**config.mk**
```make
export PLATFORM = sky130hd
export DESIGN_NAME = pit_irq_ctrl
export DESIGN_NICKNAME = d
export VERILOG_FILES = /design/src/rtl/pit_irq_ctrl.sv
export SDC_FILE = /design/constraint.sdc
export NUM_CORES = 1
export LEC_CHECK = 0
export CAP_MARGIN = 20
export CORE_AREA = 2 2 47 49
export DETAILED_ROUTE_END_ITERATION = 16
export DIE_AREA = 0 0 49 51
export DONT_BUFFER_PORTS = 1
export GPL_ROUTABILITY_DRIVEN = 0
export SETUP_SLACK_MARGIN = 0.1
export SYNTH_ARGS = -nofsm -noshare
export SYNTH_HDL_FRONTEND = slang
export SYNTH_SLANG_ARGS = --single-unit
```
**constraint.sdc**
```tcl
create_clock -name wb_clk_i -period 1.85 [get_ports wb_clk_i]
set_clock_uncertainty 0.2 [all_clocks]
set_input_delay 0.37 -clock wb_clk_i [delete_from_list [all_inputs] [get_ports wb_clk_i]]
set_output_delay 0.37 -clock wb_clk_i [all_outputs]
set_load 0.01 [all_outputs]
```
**src/rtl/pit_irq_ctrl.sv**
```systemverilog
// Prioritised interrupt aggregator for PIT irq lines: edge capture, pending/overrun tracking, one held request.
// Define PIT_IRQ_RR_EN for round-robin arbitration; the default build uses fixed priority (index 0 highest).
module pit_irq_ctrl #(
  parameter int NUM_SRC = 4,
  parameter int VEC_W   = 2
) (
  input  logic               wb_clk_i,
  input  logic               async_rst_b,
  input  logic [NUM_SRC-1:0] irq_i,
  input  logic               mask_we_i,
  input  logic [NUM_SRC-1:0] mask_i,
  input  logic               ovr_clr_i,
  input  logic               irq_ack_i,
  output logic               irq_o,
  output logic [VEC_W-1:0]   irq_vec_o,
  output logic [NUM_SRC-1:0] pend_o,
  output logic [NUM_SRC-1:0] ovr_o
);

  typedef enum logic [1:0] {IDLE, REQ, GAP} state_e;

  state_e             state_q, state_d;
  logic [NUM_SRC-1:0] irq_hist_q, irq_hist_d;
  logic [NUM_SRC-1:0] pend_q, pend_d;
  logic [NUM_SRC-1:0] ovr_q, ovr_d;
  logic [NUM_SRC-1:0] mask_q, mask_d;
  logic               req_q, req_d;
  logic [VEC_W-1:0]   vec_q, vec_d;

  logic [NUM_SRC-1:0] rise, clr, cand;
  logic [VEC_W-1:0]   sel;
  logic               sel_valid;

  assign rise = irq_i & ~irq_hist_q;
  assign cand = pend_q & ~mask_q;

`ifdef PIT_IRQ_RR_EN
  logic [VEC_W-1:0] ptr_q, ptr_d;

  // Two passes: indices above the last grant first, then wrap to the bottom.
  always_comb begin
    sel       = '0;
    sel_valid = 1'b0;
    for (int i = 0; i < NUM_SRC; i++) begin
      if (!sel_valid && cand[i] && (i > int'(ptr_q))) begin
        sel       = VEC_W'(i);
        sel_valid = 1'b1;
      end
    end
    for (int i = 0; i < NUM_SRC; i++) begin
      if (!sel_valid && cand[i]) begin
        sel       = VEC_W'(i);
        sel_valid = 1'b1;
      end
    end
  end

  assign ptr_d = (state_q == REQ && irq_ack_i) ? vec_q : ptr_q;

  always_ff @(posedge wb_clk_i or negedge async_rst_b) begin
    if (!async_rst_b) ptr_q <= VEC_W'(NUM_SRC - 1);
    else              ptr_q <= ptr_d;
  end
`else
  always_comb begin
    sel       = '0;
    sel_valid = 1'b0;
    for (int i = 0; i < NUM_SRC; i++) begin
      if (!sel_valid && cand[i]) begin
        sel       = VEC_W'(i);
        sel_valid = 1'b1;
      end
    end
  end
`endif

  // NOTE: every signal assigned in a combinational block gets a default first, so no path can infer a latch.
  always_comb begin
    state_d = state_q;
    req_d   = 1'b0;
    vec_d   = '0;
    clr     = '0;
    case (state_q)
      IDLE: begin
        if (sel_valid) begin
          state_d = REQ;
          req_d   = 1'b1;
          vec_d   = sel;
        end
      end
      REQ: begin
        req_d = 1'b1;
        vec_d = vec_q;
        if (irq_ack_i) begin
          clr[vec_q] = 1'b1;
          state_d    = GAP;
          req_d      = 1'b0;
          vec_d      = '0;
        end
      end
      GAP:     state_d = IDLE;
      default: state_d = IDLE;
    endcase
  end

  // A new edge always wins over an acknowledge or an overrun clear in the same cycle.
  always_comb begin
    irq_hist_d = irq_i;
    pend_d     = (pend_q & ~clr) | rise;
    ovr_d      = (ovr_clr_i ? '0 : ovr_q) | (rise & pend_q & ~clr);
    mask_d     = mask_we_i ? mask_i : mask_q;
  end

  // NOTE: state registers use non-blocking assignments so all flops update from the same pre-edge values.
  always_ff @(posedge wb_clk_i or negedge async_rst_b) begin
    if (!async_rst_b) begin
      state_q    <= IDLE;
      irq_hist_q <= '0;
      pend_q     <= '0;
      ovr_q      <= '0;
      mask_q     <= '0;
      req_q      <= 1'b0;
      vec_q      <= '0;
    end else begin
      state_q    <= state_d;
      irq_hist_q <= irq_hist_d;
      pend_q     <= pend_d;
      ovr_q      <= ovr_d;
      mask_q     <= mask_d;
      req_q      <= req_d;
      vec_q      <= vec_d;
    end
  end

  assign irq_o     = req_q;
  assign irq_vec_o = vec_q;
  assign pend_o    = pend_q;
  assign ovr_o     = ovr_q;

endmodule

```
==> flow_summary_export.csv <==
group,metric,value,unit
routing,vias_per_cell,4.963,
critical_path,cp_max_fo,1,
clocking,hold_buffers,7,
die,rows,17,
power_and_ir_drop,worst_ir_drop_vdd,0.5636,mV
timing,fin_crit,1.732,ns
yosys,synthFlopType,"dfrtp_1",
cells_and_area,diodes,0,
clocking,cts_setup_buffers,0,
clocking,root_buffer,"clkbuf_4",
clocking,clockBufferDepth,2,
yosys,synth-edff-count,0,
critical_path,path_delay_family,"buffers and inverters",
die,start_util,41.24,%
timing,rsz0062_at_grt,"false",
clocking,htree_levels,1,
grt,grt_overflow,0,
clocking,cts.sinks,21,
timing,slew_headroom,80.02,%
routing,wire_per_inst,13.81,um
routing,drtAntennaViolNets,0,
timing,timing.final.hold_violations,0,
routing,routed-wl-met2,717,um
yosys,ys_seq_elements,21,
routing,top_layer,"met4",
critical_path,cp_cell_sequence,"dlygate4sd3_1 > mux2_2 > dlygate4sd3_1",
critical_path,slowest_delay,0.55,ns
critical_path,crit_buf_inv,2,
die,io_pins,24,
cells_and_area,most-common-layout-cells,"21 x dfrtp_1, 10 x dlygate4sd3_1, 7 x nand2b_1",
yosys,ys_types,22,
critical_path,reg2reg_depth,2,
die,die_x,49,um
yosys,syn-num-nets,79,
critical_path,cp_slowest_cell,"dlygate4sd3_1",
grt,grtUsageTotal,13.72,%
yosys,synthArstFlopShare,100.0,%
job,max-cap-violations,0,
grt,grt_pass1_vias,558,
grt,grt_pass1_wl,2497,um
critical_path,r2r_end,"mask_q[2]",
placed_design,port_buffers,0,
status,status,"completed",
critical_path,crit_path_frequent_cell,"dlygate4sd3_1",
cells_and_area,fillers,201,
timing,finalCritPeriodShare,93.61,%
yosys,synth_cells,66,
cells_and_area,final_util,49.73,%
timing,max_freq,577.5,MHz
routing,wl,1491,um
critical_path,r2r_setup_slack,0.35,ns
clocking,cts-buffers-inserted,3,
critical_path,crit_path_start_kind,"input pin",
yosys,synth.avg_cell_area,12.89,um^2
critical_path,path_class,"input pin to flop",
min_path,min_from,"mask_i[1]",
critical_path,critPathCaptureType,"flop",
cells_and_area,nNetsFinal,94,
cells_and_area,layout_commonest_cell,"dfrtp_1",
min_path,whs_path_depth,1,
min_path,min_to,"mask_q[1]",
power_and_ir_drop,leakagePower,0.0004340,uW
yosys,seq_area_frac_synth,61.76,%
yosys,ys_warn_count,0,
cells_and_area,areaGrowthSynthToFinish,20.59,%
routing,drt-initial-drc-count,3,
die,dieArea,0.002499,mm^2
clocking,cts_tree,"done",
grt,grt_max_degree,22,
yosys,synthesis.area,850.8,um^2
routing,wl_met3,73,um
timing,finalSetupViolations,0,
die,core_area,0.002063,mm^2
clocking,clk_pin_slew,0.11,ns
power_and_ir_drop,power_density,1094,mW/mm^2
min_path,hold_class,"input pin to flop",
timing,tightest_slew,0.2998,ns
grt,antenna_found_initial,0,
routing,drt-pass1-iter-count,3,
clocking,cts.repair.resized,0,
critical_path,crit_required,1.84,ns
placed_design,place_hpwl,1080,um
cells_and_area,drive_above_1_share,17.50,%
timing,fin_tns_setup,0,ns
routing,wl_met1,688,um
critical_path,r2r-start,"mask_q[2]",
clocking,clock_latency,0.29,ns
critical_path,cp_data_arrival_time,1.72,ns
routing,drc_errors,0,
die,die_y,51,um
timing,report.final.slew_viol_count,0,
routing,vias,536,
-- per-stage QoR --
stage	hold WS (ns)	instance area (um^2)	instances	total power (uW)	setup WS [ns]
floorplan	-0.1256	850.8	66	854.3	0.5889
global placement	-0.1250	874.6	93	886.9	0.5047
detailed placement	-0.1249	874.6	93	890.7	0.5015
CTS	0.003788	970.9	104	1128	0.3787
global route	0.001694	1026	108	1200	0.1287
finish	0.02241	1026	108	1122	0.1182
-- worst max-delay path by stage --
stage	startpoint	cells past startpoint	end	slack (ns)
finish	mask_i[2]	3	mask_q[2]	0.12
global route	mask_i[2]	3	mask_q[2]	0.13
CTS	async_rst_b	1	irq_hist_q[1]	0.38
detailed placement	irq_vec_o[0]	3	pend_o[0]	0.50
global placement	irq_vec_o[0]	3	pend_o[0]	0.50
floorplan	pend_o[3]	3	irq_o	0.59
-- cell usage after synthesis (2+ instances only) --
cell type,instances,share of area [%]
o31a_1,2,2.1
dfrtp_1,21,62
o21ai_1,2,1.2
o22ai_1,4,2.9
mux2_2,4,5.3
inv_1,5,2.2
nand2b_1,7,5.1
nand2_1,6,2.6
o21ai_2,2,2.1
-- cell type report --
| cell class | count | area [um^2] | share of cell area, % |
|---|---|---|---|
| clock buffer | 4 | 26.28 | 2.561 |
| tap | 28 | 35.03 | 3.415 |
| multi-input combinational | 39 | 295.3 | 28.78 |
| timing repair buffer | 11 | 125.1 | 12.20 |
| sequential | 21 | 525.5 | 51.22 |
| inverter | 5 | 18.77 | 1.829 |
-- flip-flops by register name, indices dropped and copies added, names as in the netlist --
name / cells
mask_q: 4
irq_o: 1
ovr_o: 4
pend_o: 4
irq_hist_q: 4
state_q: 2
irq_vec_o: 2
-- metal layers --
layer	global-route usage, %	vias up
li1	-	257
met1	18.23	262
met2	19.41	15
met3	4.386	2
met4	8.571	0
met5	0	-
-- power breakdown --
| group | total, uW | internal (uW) | switching, uW |
|---|---|---|---|
| Clock | 210 | 83.9 | 126 |
| Sequential | 673 | 546 | 127 |
| Combinational | 239 | 133 | 106 |
| Total | 1120 | 763 | 359 |
-- worst reg2reg max path, stage by stage (launching register included) --
cell	delay (ns)
dfrtp_1	0.38
mux2_2	0.25
dlygate4sd3_1	0.55
-- kinds of logic (layout without fill, tap and decap cells) --
family,after synthesis,count (layout),synth area share [%]
compound gates,14,14,12.79
buf+inv,6,20,3.530
flops,21,21,61.76
mux,4,4,5.294
simple gates,21,21,16.62
Note: power is estimated with default switching activity, not from simulation.
